===== src/rtl/piano_pkg.sv =====
// Note table and divider helper shared by the key selector and the tone generator.
// Frequencies are in millihertz so semitone steps stay exact in integer math.
package piano_pkg;

   localparam int NUM_NOTES = 12;

   localparam longint unsigned NOTE_FREQ_MHZ [NUM_NOTES] = '{
      64'd440000, 64'd466164, 64'd493883, 64'd523251, 64'd554365, 64'd587330,
      64'd622254, 64'd659255, 64'd698456, 64'd739989, 64'd783991, 64'd830609
   };

   // Tone generator toggles when its counter equals this value, hence the -1.
   function automatic longint unsigned half_period_of(input longint unsigned clk_hz,
                                                      input int idx);
      return (clk_hz * 64'd1000) / (64'd2 * NOTE_FREQ_MHZ[idx]) - 64'd1;
   endfunction

endpackage


===== src/rtl/key_debounce.sv =====
// One key: 2-flop synchroniser, tick-sampled stable counter, debounced level and
// single-cycle rise/fall events aligned with the debounced level change.
module key_debounce #(
   parameter int STABLE_TICKS = 10
) (
   input  logic clk,
   input  logic rst_n,
   input  logic key_i,
   input  logic tick_i,
   output logic deb_o,
   output logic rise_o,
   output logic fall_o
);

   localparam int CW = $clog2(STABLE_TICKS + 1);

   logic          meta_q;
   logic          sync_q;
   logic          deb_q;
   logic          rise_q;
   logic          fall_q;
   logic [CW-1:0] cnt_q;

   always_ff @(posedge clk or negedge rst_n) begin
      if (!rst_n) begin
         meta_q <= 1'b0;
         sync_q <= 1'b0;
         deb_q  <= 1'b0;
         rise_q <= 1'b0;
         fall_q <= 1'b0;
         cnt_q  <= '0;
      end else begin
         meta_q <= key_i;
         sync_q <= meta_q;
         rise_q <= 1'b0;
         fall_q <= 1'b0;
         if (tick_i) begin
            if (sync_q != deb_q) begin
               // The tick that completes the run flips the level and reports the edge.
               if (cnt_q == CW'(STABLE_TICKS - 1)) begin
                  deb_q  <= sync_q;
                  cnt_q  <= '0;
                  rise_q <= sync_q;
                  fall_q <= !sync_q;
               end else begin
                  cnt_q <= cnt_q + 1'b1;
               end
            end else begin
               cnt_q <= '0;
            end
         end
      end
   end

   assign deb_o  = deb_q;
   assign rise_o = rise_q;
   assign fall_o = fall_q;

endmodule


===== src/rtl/key_note_select.sv =====
// Debounced key scan with last-note-priority monophonic selection; publishes the
// selected note as a half-period divider word for the square-wave tone generator.
module key_note_select
   import piano_pkg::*;
#(
   parameter int CLK_HZ       = 25000000,
   parameter int NUM_KEYS     = 12,
   parameter int TICK_CYCLES  = 25000,
   parameter int STABLE_TICKS = 10,
   parameter int DIV_W        = 16
) (
   input  logic                clk,
   input  logic                rst_n,
   input  logic [NUM_KEYS-1:0] keys,
   output logic                note_valid,
   output logic [3:0]          note_idx,
   output logic [DIV_W-1:0]    half_period,
   output logic                note_changed
);

   localparam int PW = (TICK_CYCLES > 1) ? $clog2(TICK_CYCLES) : 1;

   logic [PW-1:0]       pre_q;
   logic                tick;
   logic [NUM_KEYS-1:0] deb;
   logic [NUM_KEYS-1:0] rise;
   logic [NUM_KEYS-1:0] fall;
   logic [DIV_W-1:0]    hp_rom [NUM_KEYS];

   logic             valid_q, valid_d;
   logic [3:0]       idx_q, idx_d;
   logic [DIV_W-1:0] hp_q, hp_d;
   logic             changed_q, changed_d;

   if (NUM_KEYS > NUM_NOTES) begin : g_keys_err
      $error("NUM_KEYS exceeds the note table size");
   end

   for (genvar g = 0; g < NUM_KEYS; g++) begin : g_key
      localparam longint unsigned HP = half_period_of(64'(CLK_HZ), g);
      if (HP > ((64'd1 << DIV_W) - 64'd1)) begin : g_hp_err
         $error("half_period of note %0d does not fit in DIV_W bits", g);
      end
      assign hp_rom[g] = DIV_W'(HP);

      key_debounce #(
         .STABLE_TICKS(STABLE_TICKS)
      ) u_deb (
         .clk   (clk),
         .rst_n (rst_n),
         .key_i (keys[g]),
         .tick_i(tick),
         .deb_o (deb[g]),
         .rise_o(rise[g]),
         .fall_o(fall[g])
      );
   end

   assign tick = (pre_q == PW'(TICK_CYCLES - 1));

   always_ff @(posedge clk or negedge rst_n) begin
      if (!rst_n) begin
         pre_q <= '0;
      end else if (tick) begin
         pre_q <= '0;
      end else begin
         pre_q <= pre_q + 1'b1;
      end
   end

   function automatic logic [3:0] lowest_idx(input logic [NUM_KEYS-1:0] v);
      lowest_idx = 4'd0;
      for (int k = NUM_KEYS - 1; k >= 0; k--) begin
         if (v[k]) lowest_idx = 4'(k);
      end
   endfunction

   // A fresh press always wins; losing the sounding key falls back to the lowest held one.
   always_comb begin
      valid_d = valid_q;
      idx_d   = idx_q;
      if (|rise) begin
         valid_d = 1'b1;
         idx_d   = lowest_idx(rise);
      end else if (valid_q && fall[idx_q]) begin
         valid_d = |deb;
         idx_d   = lowest_idx(deb);
      end
      hp_d      = valid_d ? hp_rom[idx_d] : '0;
      changed_d = ({valid_d, idx_d, hp_d} != {valid_q, idx_q, hp_q});
   end

   always_ff @(posedge clk or negedge rst_n) begin
      if (!rst_n) begin
         valid_q   <= 1'b0;
         idx_q     <= 4'd0;
         hp_q      <= '0;
         changed_q <= 1'b0;
      end else begin
         valid_q   <= valid_d;
         idx_q     <= idx_d;
         hp_q      <= hp_d;
         changed_q <= changed_d;
      end
   end

   assign note_valid   = valid_q;
   assign note_idx     = idx_q;
   assign half_period  = hp_q;
   assign note_changed = changed_q;

endmodule


===== config.mk =====
export PLATFORM = sky130hd
export DESIGN_NAME = key_note_select
export DESIGN_NICKNAME = d
export VERILOG_FILES = /design/src/rtl/piano_pkg.sv /design/src/rtl/key_debounce.sv /design/src/rtl/key_note_select.sv
export SDC_FILE = /design/constraint.sdc
export NUM_CORES = 1
export LEC_CHECK = 0
export CAP_MARGIN = 10
export CORE_MARGIN = 8
export CORE_UTILIZATION = 65
export CTS_BUF_LIST = sky130_fd_sc_hd__clkbuf_16
export DETAILED_ROUTE_END_ITERATION = 8
export GPL_ROUTABILITY_DRIVEN = 0
export HOLD_SLACK_MARGIN = 0.06
export PLACE_DENSITY = 0.85
export SLEW_MARGIN = 20
export SYNTH_ARGS = -nofsm -noshare
export SYNTH_HDL_FRONTEND = slang
export SYNTH_SLANG_ARGS = --single-unit

===== constraint.sdc =====
create_clock -name clk -period 6.1 [get_ports clk]
set_input_delay 1.525 -clock clk [delete_from_list [all_inputs] [get_ports clk]]
set_output_delay 1.525 -clock clk [all_outputs]
set_load 0.02 [all_outputs]

==> metrics <==
Final Hold Fails=0; status=finished clean; final setup vio count=0; post-synthesis mux area share=5.01%; Simple-Gate Fraction of Synth Area=19.3%; fin nets=787; Relative slew margins=43.5%; flop-to-flop setup slack=1960 ps; iteration count of the initial detailed-routing pass=5; Setup crit start=note_idx[3]$_DFF_PN0_; Iter 0 DRT Violations=497; CP Cell Sequence=nor3_1, a221oi_4, and3_4, mux2i_2, o21ai_0, ha_1, nand2_1, nand2_1, o22a_1, o22ai_1, o41ai_1, nor4_1, o21ai_0, nand4b_1, nor4b_1, nand3_1; clock root buffer=clkbuf_16; GRT Total Usage=23.1%; async set or reset register ratio after synthesis=100%; crit path to=note_changed$_DFF_PN0_; Vias/cell=6.34; Max Clk Rate=241 MHz; max-cap violations=0; critical path class=reg -> reg; most used flip-flop cell after synthesis=dfrtp_1; flops & latches, synth=144; critical path required time=6390 ps; max incr delay on CP=620 ps; GRT Max-Usage Layer=met2; GRT met1 Usage=27.1%; antenna viol nets, final=0; worst clock skew=6.58 ps; pin count of the biggest net entering global routing=86; Final Total Pwr=2.17 mW; P per Cell Area=257 mW/mm²; CP Max Fanout=13; Max clock buf depth=2; met2 GRT Util=38.4%; IO Pins=36; Synth Area in Adders=5.43%; syn avg cell area=10.4 µm²; CTS hold repair buffers=0; total wire length=16400 µm; crit path time final=4140 ps; Worst-Margin Slew=848 ps; sequential area share after synthesis=48.9%; reg2reg path depth=16; share of cells above drive strength 1=11.5%; met3 Track Usage GR=6.53%; Crit-path slowest cell=dfrtp_1; xor/xnor cell area share of the yosys netlist=3.92%; reg2reg start=note_idx[3]$_DFF_PN0_; post-synthesis compound-gate area fraction=14.0%; Die Area=0.0150 mm²; grt ovf=0; Rows=39; Mapped Area=0.00737 mm²; postcts setup bufs=0; CTS resizes=0; area delta synth->final=14.3%; PortBufs=34; Die H=123 µm; initial antenna violation count=0; static leakage=3.70 nW; H-tree depth=4; main combinational cell family by area after synthesis=simple AND/OR/NAND/NOR gates; Peak VDD IR=0.222 mV; Final Util=75.1%; first-pass GRT wire length=27400 µm; Avg WL per Cell=18.3 µm; Synth warnings=0; Worst R2R End=note_changed$_DFF_PN0_; total nets after synthesis=758; Cells after Synth=712; via count=5686; setup TNS=0 ps; DRC Markers=0; Antenna Cells=0; vias in the first global route=5737; period utilization=67.9%; TritonCTS Buffers=17; Core Region=0.0112 mm²; Post-synth EDFFs=0; Startpoint Class=flip-flop; CTS tree=yes; CP arrival=4440 ps; crit end category=flip-flop; DP HPWL=11100 µm; post-synth cell types=77; Initial Util=65.7%; Die W=123 µm; unrepaired setup endpoints after global routing=false; clk_lat worst skew=430 ps; Reg clk slew, reported paths=60 ps; worst hold path type=reg -> reg; Slew Limit Fails=0; Num Clock Sinks=144
-- how the worst min path moves through the flow --
stage | from | end | cells after the start
2_1_floorplan | g_key[0].u_deb.meta_q$_DFF_PN0_ | g_key[0].u_deb.sync_q$_DFF_PN0_ | 0
3_3_place_gp | g_key[11].u_deb.meta_q$_DFF_PN0_ | g_key[11].u_deb.sync_q$_DFF_PN0_ | 0
3_5_place_dp | g_key[8].u_deb.meta_q$_DFF_PN0_ | g_key[8].u_deb.sync_q$_DFF_PN0_ | 0
4_1_cts | g_key[8].u_deb.meta_q$_DFF_PN0_ | g_key[8].u_deb.sync_q$_DFF_PN0_ | 0
5_1_grt | g_key[11].u_deb.meta_q$_DFF_PN0_ | g_key[11].u_deb.sync_q$_DFF_PN0_ | 0
6_report | g_key[8].u_deb.meta_q$_DFF_PN0_ | g_key[8].u_deb.sync_q$_DFF_PN0_ | 0
-- cell usage after synthesis, types with 3 or more instances --
cell / n / area (µm²)
o31ai_1: 5 / 37.5
mux2_2: 22 / 248
or3_1: 28 / 175
nand4_1: 3 / 18.8
nor3b_1: 25 / 188
dfrtp_1: 144 / 3600
nor2_1: 59 / 221
o31a_1: 3 / 26.3
nand2_1: 53 / 199
a31oi_1: 6 / 37.5
and3_1: 6 / 37.5
xnor2_1: 9 / 78.8
xor2_1: 24 / 210
nand2b_1: 4 / 25.0
a21oi_1: 23 / 115
clkbuf_1: 15 / 56.3
nor4_1: 9 / 56.3
nor3_1: 9 / 45.0
nor2b_1: 15 / 93.8
a21oi_2: 4 / 35.0
o21ai_0: 73 / 365
nand3_1: 25 / 125
mux2i_1: 7 / 70.1
inv_1: 20 / 75.1
o41ai_1: 11 / 96.3
a22oi_1: 3 / 22.5
ha_1: 32 / 400
buf_2: 5 / 25.0
buf_6: 4 / 45.0
a211oi_1: 4 / 30.0
-- flip-flops by register name, summed over array words and instances (netlist names) --
register / flops
note_changed: 1
g_key.u_deb.sync_q: 12
g_key.u_deb.meta_q: 12
g_key.u_deb.fall_o: 12
g_key.u_deb.deb_o: 12
pre_q: 15
g_key.u_deb.rise_o: 12
note_idx: 4
g_key.u_deb.cnt_q: 48
note_valid: 1
half_period: 15
-- per-layer routing --
| metal | routed length [µm] | vias to the layer above |
|---|---|---|
| met1 | 6500 | 2804 |
| met2 | 8430 | 208 |
| met5 | 0 | - |
| met4 | 454 | 0 |
| met3 | 1020 | 56 |
| li1 | - | 2618 |
-- cells in the final DEF, fill, tap and decap left out, types with 6 or more instances in the layout --
cell	n
a21oi_1	23
or3_1	28
xor2_1	24
inv_1	20
nand2_1	53
xnor2_1	9
dfrtp_1	144
and3_1	6
nor2b_1	15
ha_1	32
nor2_1	59
mux2i_1	7
nand3_1	24
mux2_2	22
nor3_1	9
o41ai_1	11
a31oi_1	6
nor3b_1	25
clkdlybuf4s50_1	33
clkbuf_16	17
nor4_1	9
o21ai_0	73
-- area by class of cell --
class                           instances  area [µm²]
Clock buffer                           17         425
Clock inverter                         15         230
Fill cell                             740        2790
Inverter                               24         105
Multi-Input combinational cell        518        3530
Sequential cell                       144        3600
Tap cell                              143         179
Timing Repair Buffer                   36         357
-- cell families after synthesis --
family | after synthesis
other | 1
XOR/XNOR | 33
AND/OR/NAND/NOR | 259
flip-flops | 144
multiplexers | 32
buffers and inverters | 50
adder cells (fa/ha/maj) | 32
AO/OA/AOI/OAI | 161
-- worst max-delay path, delay by kind of cell, from the launching register on --
family | cells | cell delay (ps)
simple gates | 8 | 1540
compound gates | 6 | 1210
flops | 1 | 620
fa+ha+maj | 1 | 350
mux | 1 | 290
-- where the power goes --
| group | leakage [nW] | internal (mW) | total (mW) | switching (mW) |
|---|---|---|---|---|
| sequential | 1.94 | 0.963 | 0.970 | 0.00639 |
| clock | 0.318 | 0.731 | 1.16 | 0.425 |
| combinational | 1.44 | 0.0128 | 0.0404 | 0.0276 |
| total | 3.70 | 1.71 | 2.17 | 0.459 |
-- through the flow --
step	worst slack [ps]	std cells	hold slack [ps]	instance area, µm²
global route	1650	897	357	8430
finish	1960	897	343	8430
CTS	2030	897	349	8430
detailed placement	2050	865	335	7770
floorplan	2530	712	331	7370
global placement	2310	865	333	7770
No activity file was read; power rests on OpenSTA's default activity.
